## config.mk

```make
export PLATFORM = sky130hd
export DESIGN_NAME = muldiv_unit_flat
export DESIGN_NICKNAME = d
export VERILOG_FILES = /design/src/rtl/muldiv_unit_if.sv /design/src/rtl/muldiv_unit.sv /design/src/flat_wrapper.sv
export SDC_FILE = /design/constraint.sdc
export NUM_CORES = 1
export LEC_CHECK = 0
export CAP_MARGIN = 10
export CORE_MARGIN = 2
export CORE_UTILIZATION = 55
export DETAILED_ROUTE_END_ITERATION = 12
export PLACE_DENSITY_LB_ADDON = 0.05
export SETUP_SLACK_MARGIN = 0.2
export SYNTH_ARGS = -nofsm -noshare
export SYNTH_HDL_FRONTEND = slang
export SYNTH_SLANG_ARGS = --single-unit
```

## constraint.sdc

```tcl
create_clock -name clk_in -period 3.9 [get_ports clk_in]
set_input_delay 0.78 -clock clk_in [delete_from_list [all_inputs] [get_ports clk_in]]
set_output_delay 0.78 -clock clk_in [all_outputs]
set_load 0.02 [all_outputs]
```

## src/rtl/muldiv_unit_if.sv

```systemverilog
// Request/response bundle between the issue logic and the RV32M multiply/divide unit.
// The issuer drives the operands and start pulse. The unit returns busy, done and the result.
interface muldiv_unit_if #(
  parameter int N = 32
);
  logic         start_in;
  logic [2:0]   funct3_in;
  logic [N-1:0] rs1_in;
  logic [N-1:0] rs2_in;
  logic         busy_out;
  logic         done_out;
  logic [N-1:0] result_out;

  modport master (
    output start_in, funct3_in, rs1_in, rs2_in,
    input  busy_out, done_out, result_out
  );

  modport slave (
    input  start_in, funct3_in, rs1_in, rs2_in,
    output busy_out, done_out, result_out
  );
endinterface

```

## src/rtl/muldiv_unit.sv

```systemverilog
// Iterative RV32M multiply/divide unit. It runs one shift-add or restoring-divide step per
// cycle on operand magnitudes, then fixes up sign and special cases in a final cycle.
module muldiv_unit #(
  parameter int N = 32
) (
  input  logic        clk_in,
  input  logic        rst_in,
  muldiv_unit_if.slave bus
);
  localparam int CW = $clog2(N + 1);

  typedef enum logic [1:0] {IDLE, CALC, FIX} state_e;
  typedef enum logic [2:0] {
    OP_MUL, OP_MULH, OP_MULHSU, OP_MULHU, OP_DIV, OP_DIVU, OP_REM, OP_REMU
  } op_e;

  state_e           state_q, state_d;
  op_e              op_q, op_d;
  logic [N-1:0]     a_q, a_d, b_q, b_d;
  logic             neg_a_q, neg_a_d, neg_b_q, neg_b_d;
  logic [2*N-1:0]   acc_q, acc_d;
  logic [CW-1:0]    cnt_q, cnt_d;
  logic [N-1:0]     result_q, result_d;
  logic             done_q, done_d;

  // Request decode: the signedness of each operand depends on the op.
  op_e          op_in;
  logic         sa_in, sb_in;
  logic [N-1:0] a_mag, b_mag;

  assign op_in = op_e'(bus.funct3_in);
  assign sa_in = (op_in inside {OP_MULH, OP_MULHSU, OP_DIV, OP_REM}) && bus.rs1_in[N-1];
  assign sb_in = (op_in inside {OP_MULH, OP_DIV, OP_REM}) && bus.rs2_in[N-1];
  assign a_mag = sa_in ? -bus.rs1_in : bus.rs1_in;
  assign b_mag = sb_in ? -bus.rs2_in : bus.rs2_in;

  // acc holds {partial product high, multiplier} or {remainder, dividend/quotient}.
  logic [N:0]       add_sum, div_shift, div_diff;
  logic             div_ge, b_zero, div_ovf;
  logic [2*N-1:0]   prod_s;
  logic [N-1:0]     quot_s, rem_s, rs1_orig;

  assign add_sum   = {1'b0, acc_q[2*N-1:N]} + {1'b0, (acc_q[0] ? a_q : {N{1'b0}})};
  assign div_shift = {acc_q[2*N-1:N], acc_q[N-1]};
  assign div_ge    = div_shift >= {1'b0, b_q};
  assign div_diff  = div_shift - {1'b0, b_q};
  assign prod_s    = (neg_a_q ^ neg_b_q) ? -acc_q : acc_q;
  assign quot_s    = (neg_a_q ^ neg_b_q) ? -acc_q[N-1:0] : acc_q[N-1:0];
  assign rem_s     = neg_a_q ? -acc_q[2*N-1:N] : acc_q[2*N-1:N];
  assign rs1_orig  = neg_a_q ? -a_q : a_q;
  assign b_zero    = (b_q == '0);
  assign div_ovf   = neg_a_q && neg_b_q && (a_q == {1'b1, {(N-1){1'b0}}}) && (b_q == N'(1));

  always_comb begin
    // NOTE: every variable gets a default before the case so no path leaves one unassigned (no latches).
    state_d  = state_q;
    op_d     = op_q;
    a_d      = a_q;
    b_d      = b_q;
    neg_a_d  = neg_a_q;
    neg_b_d  = neg_b_q;
    acc_d    = acc_q;
    cnt_d    = cnt_q;
    result_d = result_q;
    done_d   = 1'b0;

    case (state_q)
      IDLE: begin
        if (bus.start_in) begin
          state_d = CALC;
          op_d    = op_in;
          a_d     = a_mag;
          b_d     = b_mag;
          neg_a_d = sa_in;
          neg_b_d = sb_in;
          cnt_d   = '0;
          acc_d   = op_in[2] ? {{N{1'b0}}, a_mag} : {{N{1'b0}}, b_mag};
        end
      end
      CALC: begin
        cnt_d = cnt_q + CW'(1);
        if (op_q[2]) begin
          acc_d = div_ge ? {div_diff[N-1:0], acc_q[N-2:0], 1'b1}
                         : {div_shift[N-1:0], acc_q[N-2:0], 1'b0};
        end else begin
          acc_d = {add_sum, acc_q[N-1:1]};
        end
        if (cnt_q == CW'(N - 1)) state_d = FIX;
      end
      FIX: begin
        state_d = IDLE;
        done_d  = 1'b1;
        case (op_q)
          OP_MUL:                       result_d = prod_s[N-1:0];
          OP_MULH, OP_MULHSU, OP_MULHU: result_d = prod_s[2*N-1:N];
          OP_DIV, OP_DIVU:              result_d = b_zero  ? {N{1'b1}} :
                                                   div_ovf ? {1'b1, {(N-1){1'b0}}} : quot_s;
          OP_REM, OP_REMU:              result_d = b_zero  ? rs1_orig :
                                                   div_ovf ? {N{1'b0}} : rem_s;
        endcase
      end
      default: state_d = IDLE;
    endcase
  end

  always_ff @(posedge clk_in) begin
    // NOTE: sequential state uses non-blocking assignment so every flop samples pre-edge values.
    if (rst_in) begin
      state_q  <= IDLE;
      op_q     <= OP_MUL;
      a_q      <= '0;
      b_q      <= '0;
      neg_a_q  <= 1'b0;
      neg_b_q  <= 1'b0;
      acc_q    <= '0;
      cnt_q    <= '0;
      result_q <= '0;
      done_q   <= 1'b0;
    end else begin
      state_q  <= state_d;
      op_q     <= op_d;
      a_q      <= a_d;
      b_q      <= b_d;
      neg_a_q  <= neg_a_d;
      neg_b_q  <= neg_b_d;
      acc_q    <= acc_d;
      cnt_q    <= cnt_d;
      result_q <= result_d;
      done_q   <= done_d;
    end
  end

  assign bus.busy_out   = (state_q != IDLE);
  assign bus.done_out   = done_q;
  assign bus.result_out = result_q;
endmodule

```

## src/flat_wrapper.sv

```systemverilog
// flat-port wrapper written by rule: the top's interface ports become plain ports
module muldiv_unit_flat 
#(
  parameter int N = 32
)
  (clk_in, rst_in, bus_start_in, bus_funct3_in, bus_rs1_in, bus_rs2_in, bus_busy_out, bus_done_out, bus_result_out);
  muldiv_unit_if #(.N(N)) bus_i ();
  input  logic clk_in;
  input  logic rst_in;
  input wire logic [$bits(bus_i.start_in)-1:0] bus_start_in;
  input wire logic [$bits(bus_i.funct3_in)-1:0] bus_funct3_in;
  input wire logic [$bits(bus_i.rs1_in)-1:0] bus_rs1_in;
  input wire logic [$bits(bus_i.rs2_in)-1:0] bus_rs2_in;
  output wire logic [$bits(bus_i.busy_out)-1:0] bus_busy_out;
  output wire logic [$bits(bus_i.done_out)-1:0] bus_done_out;
  output wire logic [$bits(bus_i.result_out)-1:0] bus_result_out;
  assign bus_i.start_in = bus_start_in;
  assign bus_i.funct3_in = bus_funct3_in;
  assign bus_i.rs1_in = bus_rs1_in;
  assign bus_i.rs2_in = bus_rs2_in;
  assign bus_busy_out = bus_i.busy_out;
  assign bus_done_out = bus_i.done_out;
  assign bus_result_out = bus_i.result_out;
  muldiv_unit #(.N(N)) u_core (.clk_in(clk_in), .rst_in(rst_in), .bus(bus_i));
endmodule
```

==> flow_summary.json, run 1 <==
{
  "wl_per_cell_um": 23.68,
  "netlist_area_um2": 16160,
  "status": "completed",
  "worst_slack_ns": 0.3197,
  "endpoint_kind": "flop",
  "core.rowCount": 62,
  "cts-buffers-inserted": 17,
  "use_met2_pct": 61.09,
  "min_period_over_period_pct": 91.80,
  "globalplace.congestion": 1.024,
  "cap_violations": 0,
  "cts.clk_slew.worst_paths_ns": 0.08,
  "ir_drop_uv": 337.0,
  "post_synth_inst_count": 2214,
  "setup_viol": 0,
  "yosysWarnings": 0,
  "muxShareOfSynthArea_pct": 3.143,
  "p_leak_nw": 7.174,
  "grt_max_degree": 90,
  "hold_violations": 0,
  "p_clk_share_pct": 28.7,
  "syn_nets": 2357,
  "met3_usage_pct": 7.338,
  "vias": 18056,
  "synth_top_family_by_area": "compound AO/OA/AOI/OAI gates",
  "htreeDepth": 4,
  "seq_power_share_pct": 35.2,
  "root_buffer": "clkbuf_16",
  "p_switching_mw": 2.354,
  "drtIter0Drc": 2818,
  "grt_first_pass_wirelength_mm": 95.20,
  "synth_compound_area_share_pct": 28.82,
  "internal_power_mw": 3.533,
  "drive_gt1_share_pct": 8.162,
  "crit_arrival_ns": 3.90,
  "io_buffers": 103,
  "clock-sinks": 174,
  "final_util_pct": 64.00,
  "floorplan.initialDensity_pct": 56.15,
  "power_mw": 5.887,
  "grt_pass1_vias": 16510,
  "synthAdderAreaFrac_pct": 5.745,
  "async_reset_ff_share_pct": 0,
  "pwr-share-comb_pct": 36.1,
  "tightest_slew_ns": 0.9951,
  "rsz0062_at_grt": "no",
  "critical_path_class": "flop to flop",
  "p_per_area_nw_per_um2": 319.6,
  "synth-xor-area-share_pct": 12.57,
  "final_nets": 2422,
  "ys_ff_latch": 174,
  "netlist-cell-type-count": 86,
  "met1_usage_pct": 54.47,
  "overflow": 0,
  "synth-simple-area-share_pct": 21.97,
  "holdCritPathClass": "flop to flop",
  "antenna_left": 0,
  "die_x_um": 175.4,
  "slew_viol_final": 0,
  "drt_pass1_iterations": 7,
  "die_area_um2": 30770,
  "clk_path_buf_depth": 2,
  "synth-edff-count": 0,
  "fin_setup_tns_ns": 0,
  "post-place-ws_ns": 0.09568,
  "p_sw_share_pct": 39.98,
  "routed_via_density": 6.750,
  "n_antenna_cell": 0,
  "timing.hold.ws_ns": 0.4629,
  "synth_top_flop_cell": "dfxtp_1",
  "cts_tree": "built",
  "busiest_layer": "met2",
  "skew_ns": 0.01183,
  "holdBufCountCts": 0,
  "boundaryPins": 104,
  "timing.fmax_mhz": 279.3,
  "dp.final_hpwl_mm": 50.06,
  "syn_to_final_growth_pct": 13.98,
  "slew_headroom_pct": 33.57,
  "routed_wl_mm": 63.34,
  "worstSetupStartpointType": "flop",
  "drc": 0,
  "die_h_um": 175.4,
  "syn_avg_cell_area_um2": 7.299,
  "yosysSeqAreaShare_pct": 21.55,
  "fin_crit_ns": 3.580,
  "grt_util_all_layers_pct": 40.16,
  "crit_fanout": 14,
  "required_ns": 4.22,
  "fp.coreArea_um2": 28780,
  "antenna_found_initial": 3,
  "clock_latency_ns": 0.46
}
## path summary, 6_finish.rpt
kind                                         startpoint  slack (ns)                               endpoint  cells after the start
setup / recovery            u_core.b_q[28]$_SDFFE_PP0P_        0.32          u_core.acc_q[58]$_SDFFE_PP0P_                     13
setup reg to reg            u_core.b_q[28]$_SDFFE_PP0P_        0.32          u_core.acc_q[58]$_SDFFE_PP0P_                     13
hold / removal    u_core.bus.result_out[2]$_SDFFE_PP0P_        0.46  u_core.bus.result_out[2]$_SDFFE_PP0P_                      2
hold reg to reg   u_core.bus.result_out[2]$_SDFFE_PP0P_        0.46  u_core.bus.result_out[2]$_SDFFE_PP0P_                      2
## cells in the final DEF (no fill, tap or decap), drive strengths merged, types with 16 or more instances in the layout
cell type and count:
o41ai 16, nor2 215, a21o 27, or4 21, xor2 123, nand2 191, o21ai 171, a31oi 18
clkbuf 18, nand4 22, o221ai 20, or3 25, buf 103, inv 82, a22oi 18, nor4 23
o22ai 26, nand3 39, nor3 62, and2 53, xnor2 109, a211oi 124, a21oi 166, nand2b 23
clkdlybuf4s50 102, ha 71, dfxtp 174, o31ai 33, mux2i 44
## cells in the mapped netlist, drive strengths merged (21+ instances only)
master,count,share of area [%]
a211oi,124,5.8
a21o,27,1.3
a21oi,166,5.1
and2,53,2.1
buf,24,0.98
clkbuf,134,3.4
dfxtp,174,22
ha,71,5.5
inv,75,1.7
mux2i,44,2.7
nand2,191,4.4
nand2b,23,0.89
nand3,39,1.2
nand4,22,0.85
nor2,215,5.0
nor3,62,1.9
nor4,23,0.97
o21ai,171,5.3
o22ai,26,1.0
o31ai,33,1.5
or3,25,1.0
or4,21,1.1
xnor2,109,5.9
xor2,123,6.7
## kinds of logic (layout without fill, tap and decap cells)
| kind of cell | after synthesis | after routing |
|---|---|---|
| simple gates | 732 | 732 |
| compound gates | 718 | 718 |
| buf+inv | 235 | 312 |
| xor+xnor | 232 | 232 |
| flops | 174 | 174 |
| fa+ha+maj | 73 | 73 |
| mux | 50 | 50 |
## power by group through the flow
stage	clock, mW	combinational (mW)	sequential (mW)
global placement	0	2.00	2.09
detailed placement	0	2.03	2.10
CTS	1.69	2.04	2.06
floorplan	0	1.36	2.01
global route	1.77	2.26	2.07
finish	1.69	2.12	2.07
## per-stage QoR
step                      area [um2]  std cells
after floorplan                16160       2214
after global placement         17790       2642
after detailed placement       17790       2642
after CTS                      18360       2673
after global routing           18420       2675
final                          18420       2675
## timing repair
action / 4_1_cts / 5_1_grt
setup endpoints to repair: 0 / 23
gates resized for setup: 0 / 10
setup buffers: 0 / 2
## sequential cells by signal, summed over array words and instances, names as in the netlist
register               count
u_core.acc_q              64
u_core.bus.result_out     32
u_core.a_q                32
u_core.bus.done_out        1
u_core.state_q             2
u_core.neg_a_q             1
u_core.neg_b_q             1
u_core.b_q                32
u_core.cnt_q               6
u_core.op_q                3
## critical path: stages (launching register included)
cell and delay, ns:
dfxtp_1 0.46, inv_1 0.08, ha_1 0.43, nand2_1 0.13, nor3_1 0.22, buf_4 0.16
nand3_1 0.10, nor4_1 0.52, or4_1 0.23, a31oi_4 0.11, buf_4 0.20, and3_1 0.18
a2111oi_0 0.45, o21ai_0 0.16
## layout make-up
type	count	area (um2)
repair buffers	205	1844
inverters	76	285.3
multi-input cells	1805	11760
clock inverters	13	123.9
well taps	384	480.5
clock buffers	18	439.2
flip-flops and latches	174	3487
fillers	2632	10360
## per-layer routing
metal | vias up | routed length [um]
met1 | 8512 | 26030
met2 | 1149 | 27230
met4 | 2 | 3500
met3 | 195 | 6575
met5 | - | 11
li1 | 8198 | -
Note: power is estimated with default switching activity, not from simulation.
==> inputs of run 2 (changes only) <==
CAP_MARGIN = unset   (was 10)
==> results of run 2 <==
The final DEF is identical to that of run 1; final timing and power are the same.
==> RTL change, RTL diff (config.mk and constraints of run 1) <==
Reset style: asynchronous (`rst_in`), changed in one clocked block.
--- a/src/rtl/muldiv_unit.sv
+++ b/src/rtl/muldiv_unit.sv
@@ -103,7 +103,7 @@
     endcase
   end
 
-  always_ff @(posedge clk_in) begin
+  always_ff @(posedge clk_in or posedge rst_in) begin
     // NOTE: sequential state uses non-blocking assignment so every flop samples pre-edge values.
     if (rst_in) begin
       state_q  <= IDLE;
Behaviour: differs if rst_in is asserted again (counterexample within 4 cycles, from zero or initial values and one cycle with rst_in high); with rst_in held inactive, the same outputs for 10 cycles.
==> RTL change against run 1 <==
- fmax is 0.43% higher
- synthesized area is 1.5% higher
- final area is 2.9% higher
- wire length is 0.61% higher
- largest cell class unchanged
- setup slack better by 15 ps
- utilization is 0.30 points higher
- sequential cell count stayed put
Power is not compared: it rests on default switching activity, and its combinational part moved more than twofold at a synthesized area within 25%.
==> RTL change: results (changes against run 1) <==
================================================================================
Final worst clock skew                                                  9.037 ps   -2.797 ps
Clock-pin transition on the worst setup and hold timing paths              80 ps   about the same
Count of cells along the worst hold path                                       1   -1
Async set or reset register ratio after synthesis                          1.000   +1.000
Worst hold path type                                                flip-flop to flip-flop
Detailed route wirelength on metal3                                      5724 µm   -13%
Most area-consuming cells after synthesis                           dfrtp_1, o21ai_0, xor2_1
Number of iterations in the first detailed-routing pass                        8   +1
Cell depth of the worst setup path                                            14   +1
Synthesized-area fraction occupied by xor and xnor cells                  0.1180   -0.007743
Routed wire length                                                     63,730 µm   +0.61%
Highest-delay cell along the critical path                              a2111o_1
Fraction of met3 tracks used by global routing                           0.06808   -0.005292
Number of cells on the worst reg-to-reg path                                  14   +1
Starting DRC count in detailed routing                                     2,273   -19%
Detail-routed via count per cell                                           6.678   -1.1%
CTS-repair resized insts                                                       0   unchanged
Pin count of the biggest net entering global routing                          70   -22%
Critical-path maximum fanout                                                   4   -10
Number of nets in the synthesized netlist                                  2,263   -4.0%
Commonest cells in the synthesized netlist                          nand2_1, o21ai_0, dfrtp_1
Leak                                                                    7.790 nW
Crit path largest cell delay                                              450 ps   -70 ps
DP Worst Slack                                                          120.6 ps   +24.95 ps
Number of global-route vias before repair                                 16,480   -0.21%
Number of nets in the finished design                                      2,361   -2.5%
Metal-1 WL                                                             25,850 µm   -0.70%
CTS H-tree depth                                                               4   unchanged
Largest delay share family, worst path                              compound AO/OA/AOI/OAI gates
Status                                                                 completed
Register name with the most flops                                   u_core.acc_q
Fraction of layout cells with a size suffix above 1                      0.08696   +0.005333
Cell type with the highest aggregate area in the netlist                 dfrtp_1
Overall fraction of global-route tracks in use                            0.4077   +0.006145
Number of flip-flops in the largest register                                  64   unchanged
Max IR drop VDD                                                        0.4594 mV
Number of antenna violations at the first check in global routing              2   -1
Most frequently used flop master after synthesis                         dfrtp_1
Seq/Total Area, Yosys                                                     0.2654   +0.04988
Global Route met2 Usage                                                   0.6296   +0.01866
Worst Path Arrival                                                       3920 ps   +20 ps
Compound-gate portion of the synthesized area                             0.2743   -0.01390
Wire length of the first global-routing pass                           96,430 µm   +1.3%
Sink Count                                                                   174   unchanged
GRT met1 Usage                                                            0.5434   -0.001260
Distinct cells, synth                                                         79   -8.1%
Placed wire-length estimate after detailed placement                   50,380 µm   +0.65%
Rel. slew slack                                                           0.2533   -0.08234
Layout fillers                                                             2,620   -0.46%
Wire length on met2                                                    28,130 µm   +3.3%
Placer Congestion                                                          1.019   -0.48%
Fraction of synthesized area in multiplexers                             0.03745   +0.006016
Clock Tree Root                                                        clkbuf_16
Adder and majority cell fraction of the synthesized area                 0.05659   -0.0008544
================================================================================
RTL change: cell types whose count changed after synthesis, sizes merged, moves of 23 or more:
| cell | change |
|---|---|
| dfrtp | +174 |
| o21ai | +56 |
| a211oi | -83 |
| nor3 | -23 |
| dfxtp | -174 |
| nand2 | +55 |
| nor2 | -96 |
RTL change: final cells by class:
type	count	share of cell area
Clock inverter	14	0.007788
Sequential cell	174	0.2298
Antenna cell	2	0.0002640
Tap cell	390	0.02574
Timing Repair Buffer	223	0.1041
Inverter	74	0.01485
Multi-Input combinational cell	1728	0.5943
Clock buffer	18	0.02317
RTL change: worst register-to-register path: stages, from the launching register on:
cell	delay, ps
dfrtp_1	420
inv_1	140
nor2_1	70
ha_1	210
inv_1	80
fa_1	200
nor2b_1	70
o31a_1	280
o311a_1	320
a211oi_2	280
o211ai_1	210
a31oi_1	300
a21oi_1	160
a2111o_1	450
a32o_1	260
RTL change: final timing paths:
path                       slack [ps]                         to            start
max                               340           u_core.acc_q[63]    u_core.a_q[0]
min                               470            u_core.cnt_q[5]  u_core.cnt_q[5]
max reg2reg                       340           u_core.acc_q[63]    u_core.a_q[0]
min reg2reg                       470            u_core.cnt_q[5]  u_core.cnt_q[5]
max in group asynchronous        2400           u_core.acc_q[33]           rst_in
min in group asynchronous         640  u_core.bus.result_out[21]           rst_in
RTL change: through the flow:
stage / std cells / util / cell area [µm²]
2_1_floorplan: 2120 / - / 16410
3_3_place_gp: 2589 / 0.6212 / 18310
3_5_place_dp: 2589 / 0.6212 / 18310
4_1_cts: 2621 / 0.6411 / 18900
5_1_grt: 2621 / 0.6429 / 18950
6_report: 2623 / 0.6431 / 18960
RTL change: where the power goes:
part | switching, mW | internal, mW
registers | 1.02 | 2.41
logic | 6.52 | 4.25
clock network | 0.884 | 0.873
total | 8.43 | 7.53
